<file path="src/rtl/router_dest_rx.sv">
// Router destination receiver: reads header/payload/parity bytes from a channel
// FIFO, streams payload to a sink, and flags parity errors and stalled packets.
module router_dest_rx (
    input  logic       clock,
    input  logic       resetn,
    input  logic       valid_out,
    input  logic [7:0] data_out,
    input  logic       sink_ready,
    output logic       read_enb,
    output logic       byte_valid,
    output logic [7:0] byte_data,
    output logic [1:0] pkt_addr,
    output logic [5:0] pkt_len,
    output logic       pkt_done,
    output logic       parity_err,
    output logic       timeout,
    output logic [7:0] err_cnt,
    output logic       busy,
    output logic [1:0] state_dbg
);

    typedef enum logic [1:0] {
        IDLE     = 2'd0,
        HDR_WAIT = 2'd1,
        STREAM   = 2'd2
    } state_t;

    // FIFO handshake: read_enb is only ever raised while valid_out=1; the
    // requested byte is presented on data_out during the following cycle.

    state_t      state_q, state_d;
    logic        rd_pend_q, rd_pend_d;
    logic [6:0]  issue_q, issue_d;
    logic [6:0]  ret_q, ret_d;
    logic [7:0]  xor_q, xor_d;
    logic [4:0]  to_q, to_d;
    logic        byte_valid_q, byte_valid_d;
    logic [7:0]  byte_data_q, byte_data_d;
    logic [1:0]  pkt_addr_q, pkt_addr_d;
    logic [5:0]  pkt_len_q, pkt_len_d;
    logic        pkt_done_q, pkt_done_d;
    logic        parity_err_q, parity_err_d;
    logic        timeout_q, timeout_d;
    logic [7:0]  err_cnt_q, err_cnt_d;
    logic        rd;

    always_comb begin
        state_d      = state_q;
        rd           = 1'b0;
        issue_d      = issue_q;
        ret_d        = ret_q;
        xor_d        = xor_q;
        to_d         = to_q;
        byte_valid_d = 1'b0;
        byte_data_d  = byte_data_q;
        pkt_addr_d   = pkt_addr_q;
        pkt_len_d    = pkt_len_q;
        pkt_done_d   = 1'b0;
        parity_err_d = 1'b0;
        timeout_d    = 1'b0;
        err_cnt_d    = err_cnt_q;

        case (state_q)
            IDLE: begin
                if (valid_out) begin
                    rd      = 1'b1;
                    state_d = HDR_WAIT;
                end
            end
            HDR_WAIT: begin
                pkt_addr_d = data_out[1:0];
                pkt_len_d  = data_out[7:2];
                xor_d      = data_out;
                issue_d    = {1'b0, data_out[7:2]} + 7'd1;
                ret_d      = {1'b0, data_out[7:2]} + 7'd1;
                to_d       = 5'd0;
                state_d    = STREAM;
            end
            STREAM: begin
                rd = valid_out && sink_ready && (issue_q != 7'd0);
                if (rd) begin
                    issue_d = issue_q - 7'd1;
                end
                if (rd_pend_q) begin
                    if (ret_q > 7'd1) begin
                        byte_valid_d = 1'b1;
                        byte_data_d  = data_out;
                        xor_d        = xor_q ^ data_out;
                        ret_d        = ret_q - 7'd1;
                    end else begin
                        pkt_done_d   = 1'b1;
                        parity_err_d = (data_out != xor_q);
                        state_d      = IDLE;
                    end
                end
                // Only an empty FIFO counts toward abort; a stalled sink does not.
                if (rd || valid_out) begin
                    to_d = 5'd0;
                end else if (!rd_pend_q && (issue_q != 7'd0)) begin
                    if (to_q == 5'd31) begin
                        timeout_d = 1'b1;
                        to_d      = 5'd0;
                        state_d   = IDLE;
                    end else begin
                        to_d = to_q + 5'd1;
                    end
                end
            end
            default: state_d = IDLE;
        endcase

        if ((parity_err_d || timeout_d) && (err_cnt_q != 8'hFF)) begin
            err_cnt_d = err_cnt_q + 8'd1;
        end
    end

    assign rd_pend_d = rd;

    always_ff @(posedge clock or negedge resetn) begin
        if (!resetn) begin
            state_q      <= IDLE;
            rd_pend_q    <= 1'b0;
            issue_q      <= 7'd0;
            ret_q        <= 7'd0;
            xor_q        <= 8'd0;
            to_q         <= 5'd0;
            byte_valid_q <= 1'b0;
            byte_data_q  <= 8'd0;
            pkt_addr_q   <= 2'd0;
            pkt_len_q    <= 6'd0;
            pkt_done_q   <= 1'b0;
            parity_err_q <= 1'b0;
            timeout_q    <= 1'b0;
            err_cnt_q    <= 8'd0;
        end else begin
            state_q      <= state_d;
            rd_pend_q    <= rd_pend_d;
            issue_q      <= issue_d;
            ret_q        <= ret_d;
            xor_q        <= xor_d;
            to_q         <= to_d;
            byte_valid_q <= byte_valid_d;
            byte_data_q  <= byte_data_d;
            pkt_addr_q   <= pkt_addr_d;
            pkt_len_q    <= pkt_len_d;
            pkt_done_q   <= pkt_done_d;
            parity_err_q <= parity_err_d;
            timeout_q    <= timeout_d;
            err_cnt_q    <= err_cnt_d;
        end
    end

    // Strobe is combinational, so it is gated to drop the instant reset asserts.
    assign read_enb   = rd && resetn;
    assign byte_valid = byte_valid_q;
    assign byte_data  = byte_data_q;
    assign pkt_addr   = pkt_addr_q;
    assign pkt_len    = pkt_len_q;
    assign pkt_done   = pkt_done_q;
    assign parity_err = parity_err_q;
    assign timeout    = timeout_q;
    assign err_cnt    = err_cnt_q;
    assign busy       = (state_q != IDLE);
    assign state_dbg  = state_q;

endmodule

</file>
<file path="config.mk">
export PLATFORM = sky130hd
export DESIGN_NAME = router_dest_rx
export DESIGN_NICKNAME = d
export VERILOG_FILES = /design/src/rtl/router_dest_rx.sv
export SDC_FILE = /design/constraint.sdc
export NUM_CORES = 1
export LEC_CHECK = 0
export CAP_MARGIN = 10
export CORE_UTILIZATION = 50
export DETAILED_ROUTE_END_ITERATION = 8
export PLACE_DENSITY_LB_ADDON = 0.15
export SYNTH_ARGS = -nofsm -noshare
export SYNTH_HDL_FRONTEND = slang
export SYNTH_SLANG_ARGS = --single-unit
</file>
<file path="constraint.sdc">
create_clock -name clock -period 2.7 [get_ports clock]
set_input_delay 0.405 -clock clock [delete_from_list [all_inputs] [get_ports clock]]
set_output_delay 0.405 -clock clock [all_outputs]
set_load 0.05 [all_outputs]
</file>
# Word-level counts from Yosys, hierarchy flattened
# Index checks and enable logic that the tools add are counted.
dict set report op_classes {
  n_lt_le_gt_ge 1
  n_reduce_logical 16
  n_eq_ne 10
  mux 34
  n_bitwise 1
  n_addsub 5
}
# operator n
set op_table {}
lappend op_table {{7-bit case mux with 2 select lines} 2}
lappend op_table {{7-bit two-way mux} 3}
lappend op_table {{8-bit two-way mux} 2}
lappend op_table {{8-bit case mux with 2 select lines} 1}
lappend op_table {{5-bit two-way mux} 3}
lappend op_table {{1-bit two-way mux} 14}
lappend op_table {{7-bit by 1-bit subtractor with 7-bit output, second input constant} 2}
lappend op_table {{2-bit two-way mux} 6}
lappend op_table {{5-bit case mux with 2 select lines} 1}
lappend op_table {{8-bit by 1-bit adder with 8-bit output, second input constant} 1}
lappend op_table {{2-bit != test, second input constant} 4}
lappend op_table {{8-bit != test} 1}
lappend op_table {{8-bit != test, second input constant} 1}
lappend op_table {{8-bit bitwise XOR} 1}
lappend op_table {{6-bit by 1-bit adder with 7-bit output, second input constant} 1}
lappend op_table {{7-bit by 1-bit greater-than comparator with 1-bit output, second input constant} 1}
lappend op_table {{7-bit nonzero test} 1}
lappend op_table {{2-bit case mux with 3 select lines} 1}
lappend op_table {{3-bit AND reduction} 2}
lappend op_table {{5-bit by 1-bit adder with 5-bit output, second input constant} 1}
lappend op_table {{5-bit equality test, second input constant} 1}
lappend op_table {{1-bit logical AND} 5}
lappend op_table {{2-bit AND reduction} 2}
lappend op_table {{2-bit nonzero test} 2}
lappend op_table {{7 further kinds} 8}
dict set report word_totals {
  reg_bits 58
  output_inout_bits 32
  inputBits 12
}

# Depth between registers and ports, before layout
# Gate-level depths: netlist (run 1).
dict set report depth {
  ltp_word 7
  mapped_depth 8
  ltp_nobuf 7
}

# Least setup slack after synthesis (run 1)
# Ideal clock, no wire load.
dict set report synth_path {
  path_kind {flip-flop to output port}
  start {reg state_q[0] (netlist: state_dbg[0])}
  end {out read_enb}
  path_buffers 1
  t_arrival_ns 1.950
  slack_ns 0.345
  stages_incl_launch_ff 7
  path_cell_list {dfrtp_1 inv_1 ha_1 clkbuf_1 nand3_1 a21oi_1 and2_1}
}
dict set report synth_between {
  elab_chain_len 3
  word_cells_on_any_way 4
  cone_classes {eq/ne: 1; mux: 1; reduce/logical: 2}
}
# item line
set synth_rtl {}
lappend synth_rtl {{start: declaration} 31} ;# state_t state_q, state_d;
lappend synth_rtl {{start signal: assignment} 136} ;# state_q <= state_d;
lappend synth_rtl {{2-bit equality test or 2-bit logical NOT (tied branches)} 63} ;# case (state_q)
lappend synth_rtl {{1-bit case mux with 2 select lines (*)} 63}
lappend synth_rtl {{net rd} 45} ;# logic rd;
lappend synth_rtl {{1-bit logical AND (*)} 154} ;# assign read_enb = rd && resetn;
lappend synth_rtl {{end: declaration} 9} ;# output logic read_enb,
# The timed path passes the listed nets; every way through them passes the cells marked *.

# Final worst setup path (run 1)
dict set report layout_path {
  start {reg state_q[0] (netlist: state_dbg[0])}
  end {out busy}
}
dict set report layout_between {
  elab_chain_len 1
}
# item line
set layout_rtl {}
lappend layout_rtl {{2-bit nonzero test} 163} ;# assign busy = (state_q != IDLE);
lappend layout_rtl {{end: declaration} 18} ;# output logic busy,
# Every way passes these cells.

==> results of run 1 <==
-- worst max-delay path: stages, from the launching register on --
cell and delay, ns:
dfrtp_1 0.44, inv_1 0.12, ha_1 0.21, inv_1 0.11, clkdlybuf4s50_1 0.82
-- cell usage in the layout (no fill, tap or decap), drive strengths merged, types with 5 or more instances in the layout --
master,synthesis,layout
a21oi,19,19
nor3,5,5
dfrtp,58,58
nand3,10,10
xnor2,5,5
nor2,17,17
o22ai,10,10
o21ai,21,21
buf,4,15
nand2,42,42
inv,14,14
ha,12,12
a22oi,7,7
clkbuf,11,10
clkdlybuf4s50,0,41
xor2,11,11
mux2,21,21
-- repair_timing --
action                     in CTS  in global routing
setup buffers                   0                  0
setup endpoints to repair       0                  1
gates resized for setup         0                  1
-- final cells by class --
class,instances,area (sq um),share of cell area
Multi-Input combinational cell,232,1590,0.404
Clock inverter,5,78.8,0.0200
Sequential cell,58,1450,0.368
Inverter,14,52.6,0.0133
Clock buffer,10,138,0.0349
Timing Repair Buffer,56,533,0.135
Tap cell,75,93.8,0.0238
-- power by group through the flow --
stage	clock, uW	combinational, uW	sequential (uW)
6_report	881	2400	1500
5_1_grt	947	2610	1550
4_1_cts	895	2410	1490
3_5_place_dp	0	2390	1500
3_3_place_gp	0	2340	1490
2_1_floorplan	0	1210	1950
-- stage by stage --
step | setup WS, ns | utilization | power (uW)
floorplan | 0.345 | - | 3160
detailed placement | 0.0500 | 0.621 | 3890
finish | 0.257 | 0.658 | 4780
CTS | 0.120 | 0.657 | 4790
global route | 0.122 | 0.658 | 5100
global placement | 0.102 | 0.621 | 3830
-- synth_stat cells, drive strengths merged (2+ instances only) --
cell and instances:
dfrtp 58, nand2 42, mux2 21, o21ai 21, a21oi 19, nor2 17, inv 14, ha 12
clkbuf 11, xor2 11, nand3 10, o22ai 10, a22oi 7, nor3 5, xnor2 5, and2 4
and3 4, buf 4, nor4 4, mux2i 3, o2111ai 3, a22o 2, a31oi 2, a41o 2
nand2b 2, nor2b 2, nor3b 2, o21bai 2, o22a 2, o31ai 2
-- flip-flops by register name, indices dropped and copies added, names as in the netlist --
name / count
byte_data: 8
err_cnt: 8
xor_q: 8
issue_q: 7
ret_q: 7
pkt_len: 6
to_q: 5
pkt_addr: 2
state_dbg: 2
byte_valid: 1
parity_err: 1
pkt_done: 1
rd_pend_q: 1
timeout: 1
-- worst max-delay path by stage --
stage | from | end | slack, ns | depth (start not counted)
global route | state_dbg[0] | busy | 0.12 | 4
finish | state_dbg[0] | busy | 0.26 | 4
global placement | data_out[1] | err_cnt[1] | 0.10 | 6
CTS | issue_q[0] | read_enb | 0.12 | 8
floorplan | state_dbg[0] | read_enb | 0.35 | 6
detailed placement | data_out[1] | err_cnt[1] | 0.05 | 6
-- kinds of logic (layout without fill, tap and decap cells) --
family,count (synthesis),after routing,share of synthesized area
AOI/OAI and AO/OA,81,81,0.173
adders and majority gates,12,12,0.0476
xor gates and xnor gates,16,16,0.0444
muxes,24,24,0.0845
buffers and inverters,29,85,0.0365
and+or+nand+nor,99,99,0.154
DFF,58,58,0.460
-- routing by layer --
metal / wire length, um / global-route usage
met5: 0 / 0
met4: 89 / 0.0821
met3: 376 / 0.0633
met2: 3270 / 0.365
met1: 3270 / 0.323
==> run metrics, run 1 <==
final setup fails=0; Post-Synthesis Cells=around 320; Setup CP Type=reg2out; crit path launch type=flip-flop; Cell Area, Placed=3720 sq um; #FFs+latches synth=58; vias in the first global route=2455; number of flops mapped to enable cells by yosys=0; Routed WL=7.00 mm; # diodes=0; Post-synth top flop=dfrtp_1; I/O pin cnt=44; Final Skew=0.00858 ns; initial antenna violation count=0; first-pass GRT wire length=11.6 mm; post-synth top area cell=dfrtp_1; CTS tree=done; max cap viols=0; Skew-Pair Late Insertion Delay=around 0.34 ns; largest net degree at the start of global routing=59; Max FO, Critical Path=6; hold buffers post-CTS=0; worst hold path class=in2async; clk buf depth=2; Fin. Hold Viols=0; Switch Pwr=2120 uW; Initial Utilization=0.526; routed len/inst=15.6 um; CP Capture Type=output pin; Final Net Count=between 300 and 400; Worst R2R Path Depth=7; fin cells=450; clk slew on worst S/H paths=around 0.07 ns; Starting DRT DRC Count=around 190; sequential share of power=0.313; share of layout cells above drive strength 1=0.157; CTS buffer count=9; Port Buffers=43; worst path arrival time=2.04 ns; core footprint=5990 sq um; synth top area cells=dfrtp_1 46%, mux2_2 7.5%, nand2_1 4.9%; DRC viols=0; die footprint=between 6000 and 7000 sq um; async set-reset flop share out of synthesis=1.00; Worst Max-Slew Pin Slew=0.726 ns; flop-to-flop setup slack=0.41 ns; sequential element share of the synthesized area=0.460; RR Endpoint=err_cnt[1]; Syn Nets=343; Max Clk Rate=0.409 GHz; post-route ant nets=0; Clock Power Share=0.184; CTS H-tree lvls=3; IR drop worst, VDD=737 uV; Slew Viols, Final=0; synthesized area=3150 sq um; fin area=between 3000 and 4000 sq um; Vias/cell=5.60; Avg Synthesized Cell Area=9.88 sq um; detailed-placement wirelength estimate=4.89 mm; fillers=491; P_leak=about 0.0017 uW; post-synth top area share=0.460; Die W=81.4 um; worst r2r src=state_dbg[0]; Tot GR Track Use=0.237; Comb power frac=0.503; FP Rows=28; PwrDens=1210 nW/um^2; Clock Sink Count=58; clock period minus worst slack=2.44 ns; post-synthesis cell type count=51; Root Buffer=clkbuf_8; setup_tns=0 ns; Final Cycle Share=0.905; TritonRoute pass-1 iters=4; synth warn=0; switching part of the total=0.443; grt total ovfl=0; Slew HR=0.512; die height=81.4 um; critical path data required time=approximately 2.3 ns; status=complete, no violations; Internal=2660 uW; Min Hold Slack=0.267 ns; dpl cells=between 400 and 500; gpl congestion=0.798; routed vias=2521; Area growth syn-to-layout=25.0%; RSZ-0062 raised after global routing=no
No activity file was read; power rests on OpenSTA's default activity.
==> inputs of run 2 (changes only) <==
--- a/config.mk
+++ b/config.mk
@@ -6,7 +6,7 @@
 export NUM_CORES = 1
 export LEC_CHECK = 0
 export CAP_MARGIN = 10
-export CORE_UTILIZATION = 50
+export CORE_UTILIZATION = 39
 export DETAILED_ROUTE_END_ITERATION = 8
 export PLACE_DENSITY_LB_ADDON = 0.15
 export SYNTH_ARGS = -nofsm -noshare
==> run metrics, run 2 (synthesized netlist as in run 1, its figures left out) <==
setup_tns=0 ns (unchanged); vias in the first global route=2575 (+4.9%); largest net degree at the start of global routing=59 (unchanged); Fin. Hold Viols=0 (unchanged); CTS buffer count=9 (unchanged); clk buf depth=2 (unchanged); IR drop worst, VDD=649 uV (-12%); # diodes=0 (unchanged); Max stage delay cell, worst path=dfrtp_1; Setup Fix Bufs, Post-CTS=0 (unchanged); worst r2r src=state_dbg[0]; worst hold path class=in2async; Initial Utilization=0.406 (-0.120); crit path launch type=flip-flop; max cap viols=0 (unchanged); Skew-Pair Late Insertion Delay=0.34 ns (about the same); I/O pin cnt=44 (unchanged); commonest non-fill, non-tap cell in the layout=dfrtp_1; CP Capture Type=output pin; DRC viols=0 (unchanged); share of layout cells above drive strength 1=0.162 (+0.00447); final setup fails=0 (unchanged); Max FO, Critical Path=10 (+4); Slew HR=0.499 (-0.0121); Port Buffers=43 (unchanged); worst path arrival time=2.13 ns (+0.09 ns); CTS tree=done; FP Rows=32 (+14%); clock period minus worst slack=2.53 ns (+0.0922 ns); combined area of the multi-input logic cells=1600 sq um (+0.16%); PwrDens=1210 nW/um^2 (-0.33%); status=complete, no violations; cells along the critical path=inv_1, ha_2, buf_4, nand3_1, a21oi_1, and2_1, buf_12; most frequent cells in the layout=58 x dfrtp_1, 41 x nand2_1, 41 x clkdlybuf4s50_1; Final Skew=0.00795 ns (-0.000627 ns); core footprint=7770 sq um (+30%); Tot GR Track Use=0.192 (-0.0450); fin area=3990 sq um (+1.2%); die height=91.9 um (+13%); Crit path largest cell delay=0.43 ns (-0.39 ns); Routed WL=7.45 mm (+6.3%); die footprint=8450 sq um (+27%); CTS H-tree lvls=3 (unchanged); critical path data required time=2.30 ns (about the same); grt total ovfl=0 (unchanged); first-pass GRT wire length=12.6 mm (+8.1%); initial antenna violation count=0 (unchanged); Die W=91.9 um (+13%); Max Clk Rate=0.394 GHz (-3.6%); Final Cycle Share=0.939 (+0.0341); P_leak=0.00170 uW (about the same); TritonRoute pass-1 iters=4 (unchanged); post-route ant nets=0 (unchanged); Critical path origin=state_dbg[0]; RSZ-0062 raised after global routing=no; Worst Max-Slew Pin Slew=0.751 ns (+0.0248 ns); routed vias=2544 (+0.91%); Final Net Count=396 (+0.25%); Starting DRT DRC Count=182 (-2.7%); Setup CP Type=reg2out; Area growth syn-to-layout=26.4%; Cell Area, Placed=3760 sq um (+1.1%); Clock Sink Count=58 (unchanged); Register Area=1450 sq um (unchanged); clk slew on worst S/H paths=0.07 ns (about the same); routed len/inst=15.5 um (about the same); Root Buffer=clkbuf_8; gpl congestion=0.743 (-6.8%); Vias/cell=5.31 (-5.2%); detailed-placement wirelength estimate=5.09 mm (+4.3%); Slew Viols, Final=0 (unchanged); fillers=734 (+49%)
## run 2: cell count changes in the layout (fill, tap and decap cells not counted)
cell	change
clkinv_4	-1
buf_4	+1
ha_2	+1
ha_1	-1
clkbuf_1	+1
clkinvlp_4	+1
## run 2: report_power, final
part	internal, uW	switching [uW]	total, uW
clock	542	358	900
combinational	948	1470	2420
sequential	1190	308	1500
## run 2: area by class of cell
type | count | share of cell area
clock inverter | 5 | 0.0195
timing repair buffer | 57 | 0.136
multi-input combinational | 232 | 0.400
tap | 102 | 0.0320
sequential | 58 | 0.364
clock buffer | 11 | 0.0355
inverter | 14 | 0.0132
## run 2: metal layers
metal	vias up	global-route usage	wire length, um
met2	56	0.305	3450
li1	1247	-	-
met1	1230	0.258	3570
met5	-	0	0
met4	0	0.0742	112
met3	11	0.0390	316
## run 2: final timing paths
| check | to | slack [ns] | cells past startpoint |
|---|---|---|---|
| min in group clock | byte_data[1] | 0.51 | 1 |
| max reg2reg | err_cnt[6] | 0.54 | 6 |
| max in group asynchronous | err_cnt[2] | 1.96 | 2 |
| min reg2reg | byte_data[1] | 0.51 | 1 |
| min | issue_q[3] | 0.25 | 2 |
| max | read_enb | 0.17 | 7 |
## run 2: critical path, delay by kind of cell, from the launching register on
family	cells	cell delay, ns
buf+inv	3	0.49
fa+ha+maj	1	0.33
compound gates	1	0.24
flops	1	0.43
simple gates	2	0.28
## run 2: through the flow
stage          setup WS [ns]  utilization  hold WS (ns)  total power (uW)  cells
6_report               0.165        0.513         0.248              4820    479
3_3_place_gp           0.131        0.484         0.492              3880    463
3_5_place_dp           0.132        0.484         0.495              3920    463
4_1_cts               0.0673        0.512         0.289              4850    479
2_1_floorplan          0.345            -         0.109              3160    319
5_1_grt               0.0171        0.513         0.328              5130    479
## run 2: timing repair
action                                  CTS  global route
endpoints found under the setup margin    0             1
resized for setup                         0             2
hold endpoints to repair                  0             0
hold buffers                              0             0
